--- config.mk ---
export PLATFORM = sky130hd
export DESIGN_NAME = seg_display_driver
export DESIGN_NICKNAME = d
export VERILOG_FILES = /design/src/rtl/seg_pkg.sv /design/src/rtl/bin2bcd_seq.sv /design/src/rtl/seg_display_driver.sv
export SDC_FILE = /design/constraint.sdc
export NUM_CORES = 1
export LEC_CHECK = 0
export CORE_MARGIN = 1
export CORE_UTILIZATION = 40
export CTS_CLUSTER_SIZE = 8
export DETAILED_ROUTE_END_ITERATION = 10
export DONT_BUFFER_PORTS = 1
export MAX_ROUTING_LAYER = met4
export PLACE_DENSITY = 0.61
export REMOVE_ABC_BUFFERS = 1
export SLEW_MARGIN = 20
export SYNTH_ARGS = -nofsm -noshare
export SYNTH_HDL_FRONTEND = slang
export SYNTH_SLANG_ARGS = --single-unit
--- constraint.sdc ---
create_clock -name clk -period 9.5 [get_ports clk]
set_input_delay 2.85 -clock clk [delete_from_list [all_inputs] [get_ports clk]]
set_output_delay 2.85 -clock clk [all_outputs]
set_load 0.005 [all_outputs]
--- src/rtl/seg_pkg.sv ---
// Shared types and constants for the seven-segment display driver.
// Segments are active-low, bit order {g,f,e,d,c,b,a}.
package seg_pkg;

  localparam int unsigned NUM_DIGITS = 8;
  localparam int unsigned SEG_W      = 7;
  localparam int unsigned BCD_DIGITS = 10;

  typedef enum logic [1:0] {
    IDLE    = 2'd0,
    CONVERT = 2'd1,
    COMMIT  = 2'd2
  } state_e;

  localparam logic [SEG_W-1:0] SEG_BLANK = 7'b1111111;
  localparam logic [SEG_W-1:0] SEG_DASH  = 7'b0111111;

  // Index 15 (F) is leftmost, index 0 (0) is rightmost.
  localparam logic [15:0][SEG_W-1:0] GLYPH = {
    7'b0001110, 7'b0000110, 7'b0100001, 7'b1000110,
    7'b0000011, 7'b0001000, 7'b0010000, 7'b0000000,
    7'b1111000, 7'b0000010, 7'b0010010, 7'b0011001,
    7'b0110000, 7'b0100100, 7'b1111001, 7'b1000000
  };

endpackage

--- src/rtl/bin2bcd_seq.sv ---
// Sequential double-dabble: 32-bit binary to 10 BCD digits, one shift per cycle.
// done is high during the cycle whose closing edge performs the final shift.
module bin2bcd_seq
  import seg_pkg::*;
(
  input  logic        clk,
  input  logic        rst,
  input  logic        start,
  input  logic [31:0] bin,
  output logic        done,
  output logic [39:0] bcd
);

  localparam int unsigned BIN_W = 32;
  localparam int unsigned BCD_W = 4 * BCD_DIGITS;
  localparam int unsigned SH_W  = BCD_W + BIN_W;
  localparam int unsigned CNT_W = 5;

  logic [SH_W-1:0]  r_sh;
  logic [CNT_W-1:0] r_cnt;
  logic             r_active;
  logic [SH_W-1:0]  w_adj;

  // Add 3 to every BCD nibble that is 5 or more before the shift.
  always_comb begin
    w_adj = r_sh;
    for (int i = 0; i < int'(BCD_DIGITS); i++) begin
      if (w_adj[BIN_W + 4*i +: 4] >= 4'd5)
        w_adj[BIN_W + 4*i +: 4] = w_adj[BIN_W + 4*i +: 4] + 4'd3;
    end
  end

  assign done = r_active && (r_cnt == CNT_W'(BIN_W - 1));
  assign bcd  = r_sh[SH_W-1:BIN_W];

  always_ff @(posedge clk) begin
    if (rst) begin
      r_sh     <= '0;
      r_cnt    <= '0;
      r_active <= 1'b0;
    end else if (start) begin
      r_sh     <= {BCD_W'(0), bin};
      r_cnt    <= '0;
      r_active <= 1'b1;
    end else if (r_active) begin
      r_sh  <= {w_adj[SH_W-2:0], 1'b0};
      r_cnt <= r_cnt + CNT_W'(1);
      if (done) r_active <= 1'b0;
    end
  end

endmodule

--- src/rtl/seg_display_driver.sv ---
// Eight-digit seven-segment driver: accepts a 32-bit value (hex or decimal),
// commits a complete glyph set atomically, and scans it onto a multiplexed display.
module seg_display_driver
  import seg_pkg::*;
#(
  parameter int unsigned REFRESH_DIV = 50000,
  parameter int unsigned BLANK_LZ    = 1
) (
  input  logic                                clk,
  input  logic                                rst,
  input  logic                                wr_valid,
  input  logic [31:0]                         wr_data,
  output logic                                wr_ready,
  input  logic                                dec_mode,
  output logic                                busy,
  output logic                                overflow,
  output logic [NUM_DIGITS-1:0][SEG_W-1:0]    out_data,
  output logic [NUM_DIGITS-1:0]               an,
  output logic [SEG_W-1:0]                    seg
);

  localparam int unsigned RCNT_W = $clog2(REFRESH_DIV);
  localparam int unsigned IDX_W  = $clog2(NUM_DIGITS);

  state_e                           r_state, w_state_nxt;
  logic                             r_ready, r_busy, r_ovf, r_dec;
  logic [31:0]                      r_data;
  logic                             w_accept, w_start, w_commit;
  logic                             w_conv_done;
  logic [39:0]                      w_bcd;
  logic [NUM_DIGITS-1:0][3:0]       w_dig;
  logic                             w_ovf, w_seen;
  logic [NUM_DIGITS-1:0][SEG_W-1:0] w_disp, w_out_nxt, r_out;
  logic [RCNT_W-1:0]                r_rcnt;
  logic [IDX_W-1:0]                 r_idx, w_idx_nxt;
  logic                             w_wrap;
  logic [NUM_DIGITS-1:0]            r_an;
  logic [SEG_W-1:0]                 r_seg;

  bin2bcd_seq u_bin2bcd (
    .clk   (clk),
    .rst   (rst),
    .start (w_start),
    .bin   (wr_data),
    .done  (w_conv_done),
    .bcd   (w_bcd)
  );

  always_ff @(posedge clk) begin
    if (rst) r_state <= IDLE;
    else     r_state <= w_state_nxt;
  end

  always_comb begin
    w_state_nxt = r_state;
    case (r_state)
      IDLE:    if (wr_valid) w_state_nxt = dec_mode ? CONVERT : COMMIT;
      CONVERT: if (w_conv_done) w_state_nxt = COMMIT;
      COMMIT:  w_state_nxt = IDLE;
      default: w_state_nxt = IDLE;
    endcase
  end

  always_comb begin
    w_accept = 1'b0;
    w_start  = 1'b0;
    w_commit = 1'b0;
    if (r_state == IDLE) w_accept = wr_valid;
    w_start = w_accept && dec_mode;
    if (r_state == COMMIT) w_commit = 1'b1;
  end

  // Digit selection, overflow, and leading-zero blanking from the top digit down.
  always_comb begin
    w_ovf  = r_dec && (w_bcd[39:32] != 8'd0);
    w_seen = 1'b0;
    w_disp = '0;
    for (int i = 0; i < int'(NUM_DIGITS); i++)
      w_dig[i] = r_dec ? w_bcd[4*i +: 4] : r_data[4*i +: 4];
    for (int i = int'(NUM_DIGITS) - 1; i >= 0; i--) begin
      w_seen = w_seen || (w_dig[i] != 4'd0);
      if (w_ovf)                                   w_disp[i] = SEG_DASH;
      else if ((BLANK_LZ != 0) && !w_seen && (i != 0)) w_disp[i] = SEG_BLANK;
      else                                         w_disp[i] = GLYPH[w_dig[i]];
    end
  end

  assign w_out_nxt = w_commit ? w_disp : r_out;

  always_ff @(posedge clk) begin
    if (rst) begin
      r_ready <= 1'b1;
      r_busy  <= 1'b0;
      r_ovf   <= 1'b0;
      r_dec   <= 1'b0;
      r_data  <= '0;
      for (int i = 0; i < int'(NUM_DIGITS); i++)
        r_out[i] <= ((i == 0) || (BLANK_LZ == 0)) ? GLYPH[0] : SEG_BLANK;
    end else begin
      r_ready <= (w_state_nxt == IDLE);
      r_busy  <= (w_state_nxt != IDLE);
      if (w_accept) begin
        r_data <= wr_data;
        r_dec  <= dec_mode;
      end
      if (w_commit) r_ovf <= w_ovf;
      r_out <= w_out_nxt;
    end
  end

  // Scan runs free of the FSM; an/seg follow the index and display they will hold.
  assign w_wrap    = (r_rcnt == RCNT_W'(REFRESH_DIV - 1));
  assign w_idx_nxt = w_wrap ? r_idx + IDX_W'(1) : r_idx;

  always_ff @(posedge clk) begin
    if (rst) begin
      r_rcnt <= '0;
      r_idx  <= '0;
      r_an   <= ~NUM_DIGITS'(1);
      r_seg  <= GLYPH[0];
    end else begin
      r_rcnt <= w_wrap ? '0 : r_rcnt + RCNT_W'(1);
      r_idx  <= w_idx_nxt;
      r_an   <= ~(NUM_DIGITS'(1) << w_idx_nxt);
      r_seg  <= w_out_nxt[w_idx_nxt];
    end
  end

  assign wr_ready = r_ready;
  assign busy     = r_busy;
  assign overflow = r_ovf;
  assign out_data = r_out;
  assign an       = r_an;
  assign seg      = r_seg;

endmodule

# Yosys cells after proc, flatten, opt, wreduce, memory -nomap -nowiden
# Memory sizes are Yosys's and may differ from the RTL's.
# Cells that the tools add are included.
# word_totals
mem_count,8
word_cells,147
in_bits,36
register_bits,206
output_inout_bits,74
mem_bits_ro,896
# memory_table
name,depth,width,rd,rd_clocked_by_memory_dff,wr,line,source
(no name shown),16,7,1,0,0,seg_display_driver.sv:84,else w_disp[i] = GLYPH[w_dig[i]];
(no name shown),16,7,1,0,0,seg_display_driver.sv:84,
(no name shown),16,7,1,0,0,seg_display_driver.sv:84,
(no name shown),16,7,1,0,0,seg_display_driver.sv:84,
(no name shown),16,7,1,0,0,seg_display_driver.sv:84,
(no name shown),16,7,1,0,0,seg_display_driver.sv:84,
+2 memories,--,--,--,--,--,--,
# classes
mux,56
bitwise,1
shift,1
add_sub_neg,13
reduce_logical,23
n_eq_ne,4
magnitude_cmp,19
# ops
op,n
7-bit two-way mux,24
4-bit two-way mux,17
32-bit two-way mux,2
56-bit two-way mux,1
"4-bit by 3-bit >= comparator with 1-bit output, second input constant",10
"4-bit by 5-bit less-than comparator with 1-bit output, second input constant",8
"4-bit by 2-bit adder with 4-bit output, second input constant",9
4-bit nonzero test,7
7-bit binary-select mux with 3-bit select,1
"16-bit by 1-bit adder with 16-bit output, second input constant",1
"16-bit == test, second input constant",1
8-bit NOT,1
8-bit nonzero test,1
"1-bit by 3-bit left shift with 8-bit output, first input constant",1
1-bit logical OR,6
2-bit two-way mux,3
3-bit two-way mux,2
"5-bit by 1-bit adder with 5-bit output, second input constant",1
"5-bit == test, second input constant",1
1-bit two-way mux,5
2-bit logical NOT,2
"3-bit by 4-bit less-than comparator with 1-bit output, second input constant",1
2-bit one-hot mux with 2 select lines,1
2-bit nonzero test,2
6 further kinds,9

# Longest topological paths before layout
# Gate-level depths: netlist of the first run.
# logic_depth
word_depth,13
ltp_mapped,14
ltp_nobuf,10

# Hierarchy
# A second synthesis of the first run with hierarchy kept.
# unflattened
hier_cells,1428
area_unflattened_um2,12169.2
# by_module_without_submodules
module,cells_each,n_inst,seq_area_each_um2,area_each_um2
seg_display_driver,888,1,2562.5,7444.6
bin2bcd_seq,540,1,1561.5,4724.5

# Worst setup path after synthesis of the first run
# No wires, ideal clock.
# synth_path
path_kind,input to register
start,input port wr_valid
end,register u_bin2bcd.r_sh[10]
arrival_time_ps,4029
path_slack_ps,5385
setup_ps,86
required_ps,9414
stages,7
n_path_buf,3
cell_sequence,and2_1 > clkbuf_1 > nand2_1 > clkbuf_1 > clkbuf_1 > nor2_1 > a211oi_1
# synth_between
elab_chain_cells,3
elab_cells_between_ends,4
cone_classes,mux: 2; reduce/logical: 2
# synth_rtl
element,line,source
from (decl),seg_display_driver.sv:11,"input logic wr_valid,"
1-bit two-way mux *,seg_display_driver.sv:68,if (r_state == IDLE) w_accept = wr_valid;
1-bit logical AND *,seg_display_driver.sv:69,w_start = w_accept && dec_mode;
32-bit two-way mux or 2-bit nonzero test (tied branches),--,
to (signal assigned),bin2bcd_seq.sv:42,"r_sh <= {BCD_W'(0), bin};"
to (signal assigned),bin2bcd_seq.sv:46,"r_sh <= {w_adj[SH_W-2:0], 1'b0};"
to (decl),bin2bcd_seq.sv:19,logic [SH_W-1:0] r_sh;
# Mark *: on every way between the ends. The rest lies on a longest branch, timed or not.
# A chain may end at the register's enable or synchronous reset.

# Final worst setup path of the first run
# layout_path
start,register r_dec
end,register r_seg[3] (netlist: seg[3])
# layout_between
elab_chain_cells,13
elab_cells_between_ends,56
cone_classes,mux: 34; reduce/logical: 14; memory: 8
# layout_rtl
element,line,source
from (decl),seg_display_driver.sv:26,"logic r_ready, r_busy, r_ovf, r_dec;"
from (signal assigned),seg_display_driver.sv:104,r_dec <= dec_mode;
"parallel branches: the longest is 10 deep, another holds memory 16 x 7 bit",--,
56-bit two-way mux *,seg_display_driver.sv:88,assign w_out_nxt = w_commit ? w_disp : r_out;
7-bit binary-select mux with 3-bit select *,seg_display_driver.sv:125,r_seg <= w_out_nxt[w_idx_nxt];
7-bit two-way mux (not written as such) *,seg_display_driver.sv:125,
to (signal assigned),seg_display_driver.sv:120,r_seg <= GLYPH[0];
to (signal assigned),seg_display_driver.sv:125,
to (decl),seg_display_driver.sv:38,logic [SEG_W-1:0] r_seg;
# Every way passes the cells marked *. The select of a mux whose other input is x is not followed.

==> results of run 1 <==
## cells in the final DEF (no fill, tap or decap), types with 4 or more instances in the layout
cell and instances:
mux2_2 17, a21oi_1 97, nor4_1 4, inv_1 55, xor2_1 29, o22a_1 5, nand2_1 180, nor2_1 162
o211ai_1 7, clkbuf_16 30, nor2b_1 4, o22ai_1 28, ha_1 68, nor3b_1 9, o32ai_1 6, xnor2_1 20
nor3_1 34, mux2i_1 88, a31oi_1 15, and3_1 13, o31ai_1 6, nand2b_1 22, a32o_1 7, dfxtp_1 204
nand4_1 8, a32oi_1 4, nand3_1 29, buf_4 9, a221oi_1 5, mux4_2 4, a22o_1 4, o21ai_0 60
nor4b_1 4, o221ai_1 7, a22oi_1 5, or2_2 19, a211oi_1 35
## logic make-up after synthesis
group                    Yosys count  share of synthesized area
XOR/XNOR                          49                    0.03758
AND/OR/NAND/NOR                  510                     0.2039
buffers and inverters            139                    0.04711
multiplexers                     112                     0.1053
flip-flops                       206                     0.3611
adder cells (fa/ha/maj)           68                    0.07450
AO/OA/AOI/OAI                    309                     0.1705
## power by group through the flow
stage	sequential (uW)	combinational, uW	clock (uW)
finish	972	283	940
global route	978	315	997
CTS	972	282	961
detailed placement	989	280	0
global placement	988	277	0
floorplan	965	211	0
## flip-flops by register name (all words and copies together) (netlist names), 2 cells and up
name and cells:
u_bin2bcd.r_sh 72, r_rcnt 16, seg 7, an 8, r_state 2, u_bin2bcd.r_cnt 5, r_idx 3, out_data 56
r_data 32
## worst max-delay path: stages, from the launching register on
cell and delay, ps:
dfxtp_2 920, buf_4 570, mux2i_1 480, ha_1 360, nor4b_1 460, o221ai_1 480
o31ai_1 730, nor2_1 150, or3_1 400, o2111ai_1 100
## area by class of cell
cell class	instances	area (um2)	share of cell area
clock buffers	34	775.7	0.06232
clock inverters	2	25.02	0.002010
inverters	55	206.4	0.01659
multi-input cells	1048	6770	0.5439
flip-flops and latches	206	4129	0.3317
well taps	378	473.0	0.03800
repair buffers	9	67.56	0.005428
## metrics by stage
| step | total power [uW] | hold slack, ps | area (um2) | std cells | setup slack [ps] |
|---|---|---|---|---|---|
| floorplan | 1176 | 413.2 | 11090 | 1309 | 3552 |
| finish | 2195 | 440.6 | 12450 | 1732 | 4732 |
| detailed placement | 1269 | 438.5 | 11650 | 1696 | 4397 |
| global route | 2290 | 456.0 | 12450 | 1732 | 4431 |
| CTS | 2214 | 445.3 | 12450 | 1732 | 4739 |
| global placement | 1265 | 430.1 | 11650 | 1696 | 4429 |
## routing by layer
layer / share of wire / routed length, um / vias to the layer above
li1: - / - / 4787
met1: 0.44 / 13860 / 4522
met2: 0.44 / 14090 / 234
met3: 0.084 / 2665 / 70
met4: 0.035 / 1117 / 0
met5: 0 / 0 / -
## worst max-delay path by stage
stage,start,endpoint,slack (ps),depth (start not counted)
after floorplan,wr_valid,u_bin2bcd.r_cnt[0]$_SDFFE_PP0P_,3550,4
after global placement,wr_valid,u_bin2bcd.r_sh[63]$_SDFFE_PP0P_,4430,6
after detailed placement,wr_valid,u_bin2bcd.r_sh[39]$_SDFFE_PP0P_,4400,6
after global routing,r_dec$_SDFFE_PP0P_,seg[1]$_SDFF_PP0_,4430,10
after CTS,r_dec$_SDFFE_PP0P_,seg[3]$_SDFF_PP0_,4740,9
final,r_dec$_SDFFE_PP0P_,seg[3]$_SDFF_PP0_,4730,9
==> flow_metrics.env, run 1 <==
export IMPL_syn_instance_count=1393
export IMPL_die_height_um=171.0
export IMPL_rsz0062_at_grt="no"
export IMPL_via_per_inst=5.550
export IMPL_hpwl_um=22500
export IMPL_p_sw_frac=0.2769
export IMPL_crit_arrival_ps=5240
export IMPL_relSlewSlack=0.2768
export IMPL_synth_most_common_cell="dfxtp_1"
export IMPL_fmax_ghz=0.2097
export IMPL_start_kind="flop"
export IMPL_nNetsFinal=1454
export IMPL_drc=0
export IMPL_drtPass1Iterations=5
export IMPL_syn_area_mm2=0.01142
export IMPL_root_buffer="clkbuf_16"
export IMPL_postRouteAntennaNets=0
export IMPL_cts_path_max_buffers=3
export IMPL_hold_violations=0
export IMPL_worst_r2r_path_depth=9
export IMPL_vdd_drop_max_mv=0.1179
export IMPL_status="finished, final reports clean"
export IMPL_cts_num_sinks=206
export IMPL_clkPwrFrac=0.428
export IMPL_antenna_found_initial=0
export IMPL_cts_inserted_buffers=30
export IMPL_drive_above_1_share=0.07090
export IMPL_max_cap_violations=0
export IMPL_dieArea_mm2=0.02923
export IMPL_yosysSeqAreaShare=0.3611
export IMPL_ys_async_sr_fraction=0
export IMPL_grt_pass1_vias=9087
export IMPL_min_path_cells=1
export IMPL_drv_slew=0
export IMPL_vias=9613
export IMPL_leakagePower_uw=0.004754
export IMPL_fin_skew_ps=22.47
export IMPL_synth_edf_count=0
export IMPL_r2r_slack_ps=4730
export IMPL_synth_warnings=0
export IMPL_grt_use_met3=0.06801
export IMPL_finalCritPeriodShare=0.5019
export IMPL_area_growth_pct=8.995
export IMPL_grt_usage=0.2227
export IMPL_cts_tree="done"
export IMPL_cts_hold_buf=0
export IMPL_row_count=61
export IMPL_min_period_ps=4768
export IMPL_fill_cells=2798
export IMPL_drt_initial_drc_count=661
export IMPL_p_per_area_mw_per_mm2=176.3
export IMPL_start_util=0.4088
export IMPL_core_area_mm2=0.02793
export IMPL_wirelength_um=31730
export IMPL_hold_start="r_rcnt[0]$_SDFF_PP0_"
export IMPL_critPathKind="reg2reg"
export IMPL_use_met1=0.2701
export IMPL_min_path_type="reg2reg"
export IMPL_clk_pin_slew_worst_paths_ps=50
export IMPL_timing_rr_end="seg[3]$_SDFF_PP0_"
export IMPL_power_internal_uw=1587
export IMPL_r2r_start="r_dec$_SDFFE_PP0P_"
export IMPL_synth_ff_type="dfxtp_1"
export IMPL_clock_latency_ps=560
export IMPL_endpoint_kind="flop"
export IMPL_postCtsSetupRepairBufs=0
export IMPL_power_frac_seq=0.443
export IMPL_ys_types=66
export IMPL_htreeDepth=1
export IMPL_ios=110
export IMPL_n_antenna_cell=0
export IMPL_worstPathRequired_ps=9980
export IMPL_grt_ovfl_total=0
export IMPL_grt_busiest_layer="met2"
export IMPL_place_congestion=0.9160
export IMPL_grt_max_degree=103
export IMPL_setup_viol_count_final=0
export IMPL_holdPathEnd="r_rcnt[0]$_SDFF_PP0_"
export IMPL_postLayoutCoreUtil=0.4456
export IMPL_ys_seq_elements=206
export IMPL_power_frac_comb=0.129
export IMPL_yosys_area_top_type="dfxtp_1"
export IMPL_grt_first_pass_wirelength_um=49900
export IMPL_tns_ps=0
export IMPL_synthTopCellsByArea="dfxtp_1 (36%), mux2i_1 (7.7%), ha_1 (7.5%)"
export IMPL_synth_top_cell_area_share=0.3611
export IMPL_crit_fanout=40
export IMPL_synthTopCellsByCount="dfxtp_1 (206), nand2_1 (182), nor2_1 (162)"
export IMPL_dieWidth_um=171.0
export IMPL_place_port_buffers=0
export IMPL_tightest_slew_ps=1085
export IMPL_avgSynthCellArea_um2=8.198
export IMPL_ctsResizeCount=0
export IMPL_switchingPower_uw=607.7
export IMPL_wl_per_cell_um=18.32
export IMPL_grt_util_met2=0.3455
Note: power is estimated with default switching activity, not from simulation.
==> inputs of run 2 (changes only) <==
Clock period 9.5 ns to 4.7 ns, I/O delays scaled along.
==> flow_metrics.env, run 2 (synthesis results as in run 1) <==
export IMPL_status="finished, final reports clean"
export IMPL_root_buffer="clkbuf_16"
export IMPL_fin_skew_ps=12.25
export IMPL_crit_path_top_delay_cell="dfxtp_2"
export IMPL_crit_family="compound AO/OA/AOI/OAI gates"
export IMPL_grt_first_pass_wirelength_um=50280
export IMPL_wirelength_um=31930
export IMPL_hold_violations=0
export IMPL_postRouteAntennaNets=0
export IMPL_power_frac_seq=0.450
export IMPL_postLayoutCoreUtil=0.4451
export IMPL_via_per_inst=5.558
export IMPL_n_antenna_cell=0
export IMPL_ctsResizeCount=0
export IMPL_cts_inserted_buffers=29
export IMPL_layout_common_cells="dfxtp_1 (204), nand2_1 (181), nor2_1 (162)"
export IMPL_drv_slew=0
export IMPL_place_port_buffers=0
export IMPL_clk_pin_slew_worst_paths_ps=50
export IMPL_fmax_ghz=0.2566
export IMPL_cts_tree="done"
export IMPL_grt_usage=0.2243
export IMPL_rsz0062_at_grt="no"
export IMPL_endpoint_kind="flop"
export IMPL_max_cap_violations=0
export IMPL_crit_chain="mux2i_1, ha_1, nor4b_1, o221ai_1, buf_4, nor4_1, a21o_1, a221o_1, o21ai_0, o211ai_1"
export IMPL_vdd_drop_max_mv=0.2867
export IMPL_worstPathRequired_ps=5140
export IMPL_row_count=61
export IMPL_tightest_slew_ps=901.5
export IMPL_wl_per_cell_um=18.41
export IMPL_crit_fanout=23
export IMPL_p_sw_frac=0.2749
export IMPL_drc=0
export IMPL_cts_path_max_buffers=3
export IMPL_clock_latency_ps=530
export IMPL_vias=9643
export IMPL_relSlewSlack=0.3818
export IMPL_drt_initial_drc_count=663
export IMPL_setup_viol_count_final=0
export IMPL_core_area_mm2=0.02793
export IMPL_final_common_cell="dfxtp_1"
export IMPL_crit_arrival_ps=4340
export IMPL_cts_hold_buf=0
export IMPL_grt_pass1_vias=9003
export IMPL_power_frac_comb=0.134
export IMPL_htreeDepth=1
export IMPL_antenna_found_initial=0
export IMPL_p_per_area_mw_per_mm2=349.5
export IMPL_critPathKind="reg2reg"
export IMPL_min_path_type="reg2reg"
export IMPL_dieArea_mm2=0.02923
export IMPL_grt_max_degree=103
export IMPL_grt_ovfl_total=0
export IMPL_drive_above_1_share=0.07222
export IMPL_tns_ps=0
export IMPL_postCtsSetupRepairBufs=0
export IMPL_regMostFlops="u_bin2bcd.r_sh"
export IMPL_power_internal_uw=3151
export IMPL_die_height_um=171.0
export IMPL_largest_reg_flops=72
export IMPL_clkPwrFrac=0.416
export IMPL_switchingPower_uw=1195
export IMPL_place_congestion=0.9174
export IMPL_slowest_delay_ps=640
export IMPL_min_period_ps=3897
export IMPL_nNetsFinal=1460
export IMPL_ios=110
export IMPL_hpwl_um=23220
export IMPL_finalCritPeriodShare=0.8291
export IMPL_cts_num_sinks=206
export IMPL_drtPass1Iterations=5
export IMPL_leakagePower_uw=0.004758
export IMPL_critical_path_buf_inv_count=1
export IMPL_start_util=0.4088
export IMPL_dieWidth_um=171.0
export IMPL_area_growth_pct=8.875
export IMPL_start_kind="flop"
-- run 2: cell count changes in the layout (fill, tap and decap cells not counted) --
cell / before / now
clkinv_4: 1 / 0
clkbuf_16: 30 / 29
nand2_1: 180 / 181
clkinv_8: 1 / 0
clkbuf_8: 1 / 0
buf_4: 9 / 16
nand2_2: 2 / 1
-- run 2: power groups by stage --
stage / sequential [uW] / clock [uW] / combinational (uW)
finish: 1950 / 1810 / 583
floorplan: 1950 / 0 / 426
detailed placement: 1990 / 0 / 577
global placement: 1990 / 0 / 571
CTS: 1950 / 1850 / 580
global route: 1970 / 1920 / 650
-- run 2: through the flow --
| stage | instances | area [um2] | hold WS [ps] | total power (uW) | setup WS, ps |
|---|---|---|---|---|---|
| after floorplan | 1309 | 11090 | 413.2 | 2377 | -332.0 |
| after global placement | 1703 | 11700 | 429.0 | 2561 | 1061 |
| after detailed placement | 1703 | 11700 | 434.5 | 2567 | 770.9 |
| after CTS | 1735 | 12430 | 441.1 | 4383 | 779.5 |
| after global routing | 1735 | 12430 | 475.0 | 4534 | 430.9 |
| final | 1735 | 12430 | 439.2 | 4345 | 803.2 |
-- run 2: area by class of cell --
type,count,area [um2]
Timing Repair Buffer,16,120.1
Clock buffer,32,737.0
Multi-Input combinational cell,1048,6768
Inverter,55,206.4
Sequential cell,206,4129
Tap cell,378,473.0
Fill cell,2840,15500
-- run 2: layer usage --
| layer | routed length [um] | vias to the layer above | track usage |
|---|---|---|---|
| met2 | 14370 | 276 | 0.3537 |
| li1 | - | 4795 | - |
| met5 | 0 | - | - |
| met4 | 787 | 0 | 0.05978 |
| met1 | 13900 | 4520 | 0.2757 |
| met3 | 2872 | 52 | 0.06986 |
-- run 2: worst paths after layout --
| kind | startpoint | endpoint | slack (ps) | depth (start not counted) |
|---|---|---|---|---|
| worst max-delay path | r_dec$_SDFFE_PP0P_ | seg[5]$_SDFF_PP0_ | 800 | 10 |
| worst max register to register | r_dec$_SDFFE_PP0P_ | seg[5]$_SDFF_PP0_ | 800 | 10 |
| worst min-delay path | r_rcnt[0]$_SDFF_PP0_ | r_rcnt[0]$_SDFF_PP0_ | 440 | 1 |
| worst min register to register | r_rcnt[0]$_SDFF_PP0_ | r_rcnt[0]$_SDFF_PP0_ | 440 | 1 |
==> inputs of run 3 (changes only) <==
Clock period 4.7 ns to 3.75 ns, I/O delays scaled along.
==> flow_metrics.env, run 3 (synthesis results as in run 1) <==
export IMPL_status="finished, final reports clean"
export IMPL_area_growth_pct=9.686
export IMPL_p_per_area_mw_per_mm2=436.9
export IMPL_drv_slew=0
export IMPL_dieArea_mm2=0.02923
export IMPL_critPathKind="reg2reg"
export IMPL_grt_usage=0.2248
export IMPL_htreeDepth=1
export IMPL_hold_violations=0
export IMPL_fmax_ghz=0.2998
export IMPL_hpwl_um=23540
export IMPL_start_util=0.4088
export IMPL_grt_ovfl_total=0
export IMPL_row_count=61
export IMPL_clk_pin_slew_worst_paths_ps=50
export IMPL_ios=110
export IMPL_cts_hold_buf=0
export IMPL_rsz0062_at_grt="no"
export IMPL_start_kind="flop"
export IMPL_endpoint_kind="flop"
export IMPL_slowest_delay_ps=500
export IMPL_grt_max_degree=103
export IMPL_crit_fanout=34
export IMPL_cts_tree="done"
export IMPL_postCtsSetupRepairBufs=0
export IMPL_finalCritPeriodShare=0.8894
export IMPL_min_period_ps=3335
export IMPL_grt_util_met2=0.3514
export IMPL_regMostFlops="u_bin2bcd.r_sh"
export IMPL_clock_latency_ps=540
export IMPL_root_buffer="clkbuf_16"
export IMPL_drtPass1Iterations=6
export IMPL_leakagePower_uw=0.004808
export IMPL_antenna_found_initial=0
export IMPL_n_antenna_cell=0
export IMPL_crit_chain="buf_4, mux2i_1, ha_1, o221ai_1, nor4_1, a21o_1, a221o_1, o21ai_0, o211ai_1"
export IMPL_grt_first_pass_wirelength_um=50020
export IMPL_vdd_drop_max_mv=0.3561
export IMPL_setup_viol_count_final=0
export IMPL_core_area_mm2=0.02793
export IMPL_largest_reg_flops=72
export IMPL_drt_initial_drc_count=660
export IMPL_nNetsFinal=1469
export IMPL_relSlewSlack=0.3287
export IMPL_die_height_um=171.0
export IMPL_wirelength_um=32580
export IMPL_wl_per_cell_um=18.68
export IMPL_place_congestion=0.9204
export IMPL_max_cap_violations=0
export IMPL_vias=9663
export IMPL_min_path_type="reg2reg"
export IMPL_postRouteAntennaNets=0
export IMPL_place_port_buffers=0
export IMPL_total_power_uw=5472
export IMPL_via_per_inst=5.541
export IMPL_postLayoutCoreUtil=0.4484
export IMPL_cts_num_sinks=206
export IMPL_grt_pass1_vias=8882
export IMPL_worstPathRequired_ps=4210
export IMPL_grt_busiest_layer="met2"
export IMPL_cts_path_max_buffers=3
export IMPL_cts_inserted_buffers=29
export IMPL_drc=0
export IMPL_drive_above_1_share=0.07833
export IMPL_crit_arrival_ps=3800
export IMPL_final_common_cell="dfxtp_1"
export IMPL_fin_skew_ps=12.07
export IMPL_use_met1=0.2800
export IMPL_tightest_slew_ps=1007
export IMPL_crit_path_top_delay_cell="nor4_1"
export IMPL_grt_use_met3=0.06176
export IMPL_layout_common_cells="dfxtp_1 (204), nand2_1 (181), nor2_1 (162)"
export IMPL_ctsResizeCount=0
export IMPL_dieWidth_um=171.0
-- run 3: cell types whose count changed in the layout (fill, tap and decap cells not counted), sizes merged --
| cell | delta |
|---|---|
| buf | +9 |
-- run 3: metrics by stage --
stage	TNS, ps	std cells	hold slack [ps]	instance area, um2	worst slack [ps]
floorplan	-56670	1309	413.2	11090	-1282
global placement	0	1712	423.3	11790	589.9
detailed placement	0	1712	438.0	11790	524.8
CTS	0	1744	444.8	12530	483.2
global route	0	1744	470.5	12530	107.2
finish	0	1744	441.4	12530	414.7
-- run 3: layer usage --
metal	vias to the layer above	part of all wire
met5	-	0
met4	0	0.031
met3	52	0.079
met2	244	0.45
met1	4552	0.44
li1	4815	-
-- run 3: final cells by class --
cell class / instances / area [um2]
well taps: 378 / 473.0
flip-flops and latches: 206 / 4129
inverters: 55 / 206.4
repair buffers: 25 / 212.7
fillers: 2816 / 15410
multi-input cells: 1048 / 6768
clock buffers: 32 / 737.0
-- run 3: worst max-delay path, delay by kind of cell (launching register included) --
family	cells	cell delay [ps]
adders and majority gates	1	290
muxes	1	460
buffers and inverters	1	400
and+or+nand+nor	1	500
AOI/OAI and AO/OA	5	1150
DFF	1	430
-- run 3: path summary, 6_finish.rpt --
kind / startpoint / end / slack [ps] / depth (start not counted)
setup / recovery: r_dec$_SDFFE_PP0P_ / seg[5]$_SDFF_PP0_ / 410 / 9
hold / removal: r_rcnt[0]$_SDFF_PP0_ / r_rcnt[0]$_SDFF_PP0_ / 440 / 1
setup reg to reg: r_dec$_SDFFE_PP0P_ / seg[5]$_SDFF_PP0_ / 410 / 9
hold reg to reg: r_rcnt[0]$_SDFF_PP0_ / r_rcnt[0]$_SDFF_PP0_ / 440 / 1
-- run 3: power by group --
group          leakage, uW  switching, uW  internal (uW)
clock network     0.000361            921           1350
logic              0.00277            467            300
registers          0.00168            124           2310
